File: src/rtl/life_pkg.sv
// Shared constants and types for the life frame-buffer blocks.
// Frame geometry, density mode encodings and the default seeder LFSR polynomial.
package life_pkg;

  localparam int unsigned H_ACTIVE    = 1920;
  localparam int unsigned V_ACTIVE    = 1080;
  localparam int unsigned ROW_BYTES   = H_ACTIVE / 8;
  localparam int unsigned FRAME_BYTES = ROW_BYTES * V_ACTIVE;

  // x^32 + x^22 + x^2 + x + 1, Galois form
  localparam logic [31:0] LFSR_POLY_DEFAULT = 32'h8020_0003;

  typedef enum logic [1:0] {
    MODE_CLEAR = 2'b00,
    MODE_D50   = 2'b01,
    MODE_D25   = 2'b10,
    MODE_D12   = 2'b11
  } density_e;

  typedef enum logic {
    ST_IDLE = 1'b0,
    ST_FILL = 1'b1
  } seeder_state_e;

  // ANDing independent random bytes halves the live-cell probability each time.
  function automatic logic [7:0] density_byte(input density_e m, input logic [31:0] l);
    logic [7:0] b;
    b = '0;
    case (m)
      MODE_D50: b = l[7:0];
      MODE_D25: b = l[7:0] & l[15:8];
      MODE_D12: b = l[7:0] & l[15:8] & l[23:16];
      default:  b = '0;
    endcase
    return b;
  endfunction

endpackage

File: src/rtl/life_seeder_if.sv
// Byte-write request port between the seeder and the SRAM controller.
interface life_seeder_if #(
  parameter int unsigned ADDR_WIDTH = 19
) ();
  logic                  wr_req;
  logic [ADDR_WIDTH-1:0] wr_addr;
  logic [7:0]            wr_data;
  logic                  wr_ack;

  modport master (output wr_req, output wr_addr, output wr_data, input wr_ack);
  modport slave  (input wr_req, input wr_addr, input wr_data, output wr_ack);
endinterface

File: src/rtl/life_lfsr32.sv
// 32-bit Galois LFSR with seed load (zero seed becomes 1) and step enable.
module life_lfsr32
  import life_pkg::*;
#(
  parameter logic [31:0] POLY = LFSR_POLY_DEFAULT
) (
  input  logic        clk_pixel,
  input  logic        rst_n,
  input  logic        load,
  input  logic [31:0] seed,
  input  logic        step,
  output logic [31:0] state
);

  always_ff @(posedge clk_pixel or negedge rst_n) begin
    if (!rst_n) begin
      state <= 32'd1;
    end else if (load) begin
      state <= (seed == '0) ? 32'd1 : seed;
    end else if (step) begin
      state <= state[0] ? ((state >> 1) ^ POLY) : (state >> 1);
    end
  end

endmodule

File: src/rtl/life_seeder.sv
// Fills the life frame buffer with a random (or cleared) first generation
// through a req/ack byte-write port; one byte per acknowledged request.
module life_seeder
  import life_pkg::*;
#(
  parameter int unsigned ADDR_WIDTH  = 19,
  parameter int unsigned ROW_BYTES   = 240,
  parameter int unsigned NUM_ROWS    = 1080,
  parameter int unsigned BORDER_DEAD = 1,
  parameter logic [31:0] LFSR_POLY   = LFSR_POLY_DEFAULT
) (
  input  logic          clk_pixel,
  input  logic          rst_n,
  input  logic          start,
  input  logic          abort,
  input  logic [1:0]    mode,
  input  logic [31:0]   seed,
  life_seeder_if.master wr,
  output logic          busy,
  output logic          done
);

  localparam int unsigned COL_W = $clog2(ROW_BYTES);
  localparam int unsigned ROW_W = $clog2(NUM_ROWS);

  seeder_state_e         state_q, state_d;
  logic [COL_W-1:0]      col_q;
  logic [ROW_W-1:0]      row_q;
  logic [ADDR_WIDTH-1:0] addr_q;
  density_e              mode_q;
  logic                  done_q;
  logic [31:0]           lfsr;
  logic                  load, step, finish;
  logic                  col_last, last_byte;
  logic [7:0]            byte_raw, byte_out;

  assign col_last  = (col_q == COL_W'(ROW_BYTES - 1));
  assign last_byte = col_last && (row_q == ROW_W'(NUM_ROWS - 1));

  life_lfsr32 #(.POLY(LFSR_POLY)) u_lfsr (
    .clk_pixel (clk_pixel),
    .rst_n     (rst_n),
    .load      (load),
    .seed      (seed),
    .step      (step),
    .state     (lfsr)
  );

  always_ff @(posedge clk_pixel or negedge rst_n) begin
    if (!rst_n) state_q <= ST_IDLE;
    else        state_q <= state_d;
  end

  // abort outranks both start (in IDLE) and wr_ack (in FILL)
  always_comb begin
    state_d = state_q;
    load    = 1'b0;
    step    = 1'b0;
    finish  = 1'b0;
    case (state_q)
      ST_IDLE: begin
        if (start && !abort) begin
          state_d = ST_FILL;
          load    = 1'b1;
        end
      end
      ST_FILL: begin
        if (abort) begin
          state_d = ST_IDLE;
        end else if (wr.wr_ack) begin
          step = 1'b1;
          if (last_byte) begin
            state_d = ST_IDLE;
            finish  = 1'b1;
          end
        end
      end
      default: state_d = ST_IDLE;
    endcase
  end

  always_ff @(posedge clk_pixel or negedge rst_n) begin
    if (!rst_n) begin
      col_q  <= '0;
      row_q  <= '0;
      addr_q <= '0;
      mode_q <= MODE_CLEAR;
      done_q <= 1'b0;
    end else begin
      done_q <= finish;
      if (load) begin
        col_q  <= '0;
        row_q  <= '0;
        addr_q <= '0;
        mode_q <= density_e'(mode);
      end else if (step) begin
        addr_q <= addr_q + ADDR_WIDTH'(1);
        if (col_last) begin
          col_q <= '0;
          row_q <= row_q + ROW_W'(1);
        end else begin
          col_q <= col_q + COL_W'(1);
        end
      end
    end
  end

  // Data is derived purely from registered state, so wr_ack never reaches an output.
  always_comb begin
    byte_raw = density_byte(mode_q, lfsr);
    byte_out = byte_raw;
    if (BORDER_DEAD != 0) begin
      if (row_q == '0 || row_q == ROW_W'(NUM_ROWS - 1)) byte_out = '0;
      if (col_q == '0) byte_out[7] = 1'b0;
      if (col_last)    byte_out[0] = 1'b0;
    end
  end

  assign wr.wr_req  = (state_q == ST_FILL);
  assign wr.wr_addr = addr_q;
  assign wr.wr_data = (state_q == ST_FILL) ? byte_out : '0;
  assign busy       = (state_q == ST_FILL);
  assign done       = done_q;

endmodule
File: src/flat_wrapper.sv
// flat-port wrapper written by rule: the top's interface ports become plain ports
module life_seeder_flat import life_pkg::*;
#(
  parameter int unsigned ADDR_WIDTH  = 19,
  parameter int unsigned ROW_BYTES   = 240,
  parameter int unsigned NUM_ROWS    = 1080,
  parameter int unsigned BORDER_DEAD = 1,
  parameter logic [31:0] LFSR_POLY   = LFSR_POLY_DEFAULT
)
  (clk_pixel, rst_n, start, abort, mode, seed, busy, done, wr_wr_req, wr_wr_addr, wr_wr_data, wr_wr_ack);
  life_seeder_if #(.ADDR_WIDTH(ADDR_WIDTH)) wr_i ();
  input  logic clk_pixel;
  input  logic rst_n;
  input  logic start;
  input  logic abort;
  input  logic [1:0] mode;
  input  logic [31:0] seed;
  output logic busy;
  output logic done;
  output wire logic [$bits(wr_i.wr_req)-1:0] wr_wr_req;
  output wire logic [$bits(wr_i.wr_addr)-1:0] wr_wr_addr;
  output wire logic [$bits(wr_i.wr_data)-1:0] wr_wr_data;
  input wire logic [$bits(wr_i.wr_ack)-1:0] wr_wr_ack;
  assign wr_wr_req = wr_i.wr_req;
  assign wr_wr_addr = wr_i.wr_addr;
  assign wr_wr_data = wr_i.wr_data;
  assign wr_i.wr_ack = wr_wr_ack;
  life_seeder #(.ADDR_WIDTH(ADDR_WIDTH), .ROW_BYTES(ROW_BYTES), .NUM_ROWS(NUM_ROWS), .BORDER_DEAD(BORDER_DEAD), .LFSR_POLY(LFSR_POLY)) u_core (.clk_pixel(clk_pixel), .rst_n(rst_n), .start(start), .abort(abort), .mode(mode), .seed(seed), .wr(wr_i), .busy(busy), .done(done));
endmodule
File: config.mk
export PLATFORM = sky130hd
export DESIGN_NAME = life_seeder_flat
export DESIGN_NICKNAME = d
export VERILOG_FILES = /design/src/rtl/life_pkg.sv /design/src/rtl/life_seeder_if.sv /design/src/rtl/life_lfsr32.sv /design/src/rtl/life_seeder.sv /design/src/flat_wrapper.sv
export SDC_FILE = /design/constraint.sdc
export NUM_CORES = 1
export LEC_CHECK = 0
export BUFFER_PORTS_ARGS = -buffer_cell sky130_fd_sc_hd__buf_2
export CORE_MARGIN = 4
export CORE_UTILIZATION = 40
export DETAILED_ROUTE_END_ITERATION = 6
export PLACE_DENSITY_LB_ADDON = 0.05
export SLEW_MARGIN = 10
export SYNTH_ARGS = -nofsm -noshare
export SYNTH_HDL_FRONTEND = slang
export SYNTH_SLANG_ARGS = --single-unit
File: constraint.sdc
create_clock -name clk_pixel -period 1.8 [get_ports clk_pixel]
set_clock_uncertainty 0.15 [all_clocks]
set_input_delay 0.18 -clock clk_pixel [delete_from_list [all_inputs] [get_ports clk_pixel]]
set_output_delay 0.18 -clock clk_pixel [all_outputs]
set_load 0.05 [all_outputs]
==> out/results.txt <==
fraction of post-synthesis cell area in the top cell type by area: 0.464
clock tree from TritonCTS: yes
data arrival time at the worst-slack endpoint: 2.16 ns
via count of the first global-routing pass: 3922
die outline height: 107 um
chip width: 107 um
gp weighted congestion: 0.803
port buffer count: 68
number of setup violations in the final report: 13
die footprint: 0.0115 mm2
1st-pass router iterations: 6
CP startpoint: u_core.row_q[1]$_DFFE_PN0P_
number of levels in the clock H-tree: 3
initial cell density of the core: 0.418
Inserted Diodes: 0
iteration-0 DRC count of the detailed router: 276
Max IR drop VDD: 0.394 mV
maximum root-to-sink buffer count: 2
total vias in the final route: 3955
routed length per placed instance: 16.1 um
violated checks: negative setup slack
post-synthesis cell type count: 49
Lkg Pwr: 2.69 nW
Post-Syn Area per Cell: 8.60 um2
clk sink count: 74
register bit total from synthesis: 74
largest fanout on the critical path: 4
CTS Root Buffer Type: clkbuf_8
gr usage total: 0.213
aggregate routed wire length: 11.9 mm
total power: 4.46 mW
most common cell after layout, fill and taps aside: nand2_1
number of antenna violations at the first check in global routing: 0
detailed placement HPWL: 7.66 mm
post-detailed-route DRC marker count: 0
CTS clk-pin slew, worst paths: 0.08 ns
total congestion overflow: 0
outcome: finished with violations
category of the worst setup path launch point: flop
highest-delay cell along the critical path: or4b_4
ys flop type: dfrtp_1
pin count of the biggest net entering global routing: 75
wire length of the first global-routing pass: 19.5 mm
antenna viol nets, final: 0
Post-Syn Instances: 458
cell type contributing the most total cell area after synthesis: dfrtp_1
hold_sp: start
setup repair after global routing missed its margin: yes
number of nets in the synthesized netlist: 502
yosys warns: 0
power density relative to cell area: 763 mW/mm2
Clk Latency, worst-skew pair: 0.34 ns
Top Ports: 69
Floorplan Core Area: 0.00942 mm2
Critical Path End Type: output pin
post-route fraction of the period consumed by the critical path: 1.39
cells along the critical path: inv_2 > ha_2 > or4b_4 > mux2i_2 > a21o_4 > buf_12 > a211oi_4 > buf_6
upper clock frequency limit: 0.401 GHz
area added between synthesis and finish: 48.3%
count of flip-flops with a built-in enable after synthesis: 0
std cell rows: 35
proportion of layout cells with a drive suffix above 1: 0.326
worst hold path type: input port to flop
TritonCTS Buffers: 9
CP required: 1.47 ns
commonest non-fill, non-tap cells in the layout: nand2_1, dfrtp_1, nor2_1, buf_2, buf_4
max-cap violations: 0
mean number of vias per cell: 5.37
critical path start-end classification: flop to output pin
Slew Limit Headroom: 0.636
least setup slack across all paths after layout: -0.694 ns
slew at the pin with the worst max-slew slack: 0.540 ns
Netlist Area Pre-Place: 0.00394 mm2
max-slew violation count: 0
final hold slack: 0.0274 ns
final layout net count: 647
final critical path time including I/O delays and setup: 2.49 ns
longest individual stage delay on the worst path: 0.45 ns
startpoint of the lowest-slack register-to-register path: u_core.col_q[6]$_DFFE_PN0P_
FFs w/ async S/R, synth: 1.00
largest cells by area after synthesis: dfrtp_1, nand2_1, nor2_1
sequential cell area fraction in the yosys report: 0.470
number of hold violations in the final report: 0
==> synthesized netlist by cell type, types with 2 or more instances <==
master and number:
nor4_1 17, ha_1 5, buf_2 2, a21oi_1 14
o21ai_0 22, nand2_1 87, nand4_1 13, a31oi_1 29
xor2_1 4, xnor2_1 14, or2_2 2, nor2_1 61
a211oi_1 7, clkbuf_1 21, or3_1 4, nand3_1 16
inv_1 14, a31o_2 5, mux2i_1 8, nor3_1 9
nor3b_1 2, buf_1 2, dfrtp_1 73, or4b_2 2
==> registers in the layout, indices dropped and copies added (netlist names) <==
signal / flops
u_core.busy: 1
u_core.col_q: 8
u_core.done: 1
u_core.mode_q: 2
u_core.row_q: 11
u_core.u_lfsr.state: 32
u_core.wr.wr_addr: 19
==> per-layer routing <==
layer,track usage,routed length [um],vias to the layer above
li1,-,-,1904
met1,0.287,5390,1926
met2,0.356,5910,110
met3,0.0313,431,15
met4,0.0621,141,0
met5,0,0,-
==> worst paths after layout <==
| kind | to | slack (ns) | cells after the start |
|---|---|---|---|
| max | wr_wr_data[6] | -0.69 | 8 |
| min | u_core.busy$_DFF_PN0_ | 0.03 | 3 |
| max reg2reg | u_core.row_q[10]$_DFFE_PN0P_ | -0.12 | 5 |
| min reg2reg | u_core.u_lfsr.state[1]$_DFFE_PN0P_ | 0.37 | 2 |
| max in group asynchronous | u_core.u_lfsr.state[0]$_DFFE_PN1P_ | 0.89 | 3 |
| min in group asynchronous | u_core.wr.wr_addr[2]$_DFFE_PN0P_ | 0.23 | 3 |
==> kinds of logic after synthesis <==
group,after synthesis,share of synthesized area
AO/OA/AOI/OAI,86,0.137
XOR/XNOR,18,0.0400
adder cells (fa/ha/maj),5,0.0159
buffers and inverters,40,0.0397
flip-flops,74,0.470
multiplexers,8,0.0203
AND/OR/NAND/NOR,227,0.277
==> layout make-up <==
type                            count  area, um2
Clock buffer                       10        138
Clock inverter                      6       97.6
Fill cell                         768       3570
Inverter                           14       52.6
Multi-Input combinational cell    345       2250
Sequential cell                    74       1860
Tap cell                          129        161
Timing Repair Buffer              159       1280
==> through the flow <==
step	cells	utilization	TNS [ns]	setup slack [ns]	instance area, um2
final	737	0.620	-5.73	-0.694	5840
after global routing	737	0.620	-6.85	-0.772	5840
after CTS	734	0.608	-5.82	-0.690	5720
after detailed placement	679	0.526	-5.88	-0.516	4950
after global placement	679	0.526	-5.35	-0.489	4950
after floorplan	458	-	-2.60	-0.374	4160
==> worst max-delay path: cells and delay by family, from the launching register on <==
family,cells,cell delay [ns]
fa+ha+maj,1,0.15
simple gates,1,0.45
buf+inv,3,0.36
mux,1,0.19
flops,1,0.39
compound gates,2,0.27
==> repair_timing <==
item                                    CTS  global route
cloned                                    1             0
buffers inserted                          5             3
endpoints found under the hold margin   106             0
resized for setup                        30            22
pin swaps                                 7            19
endpoints found under the setup margin   39            52
hold buffers                             34             0
==> where the power goes <==
| group | switching (mW) | leakage [nW] | total (mW) | internal [mW] |
|---|---|---|---|---|
| clock | 0.683 | 0.119 | 1.52 | 0.839 |
| combinational | 0.510 | 1.64 | 0.892 | 0.382 |
| sequential | 0.179 | 0.931 | 2.04 | 1.86 |
Power figures use the tool's default switching activity.
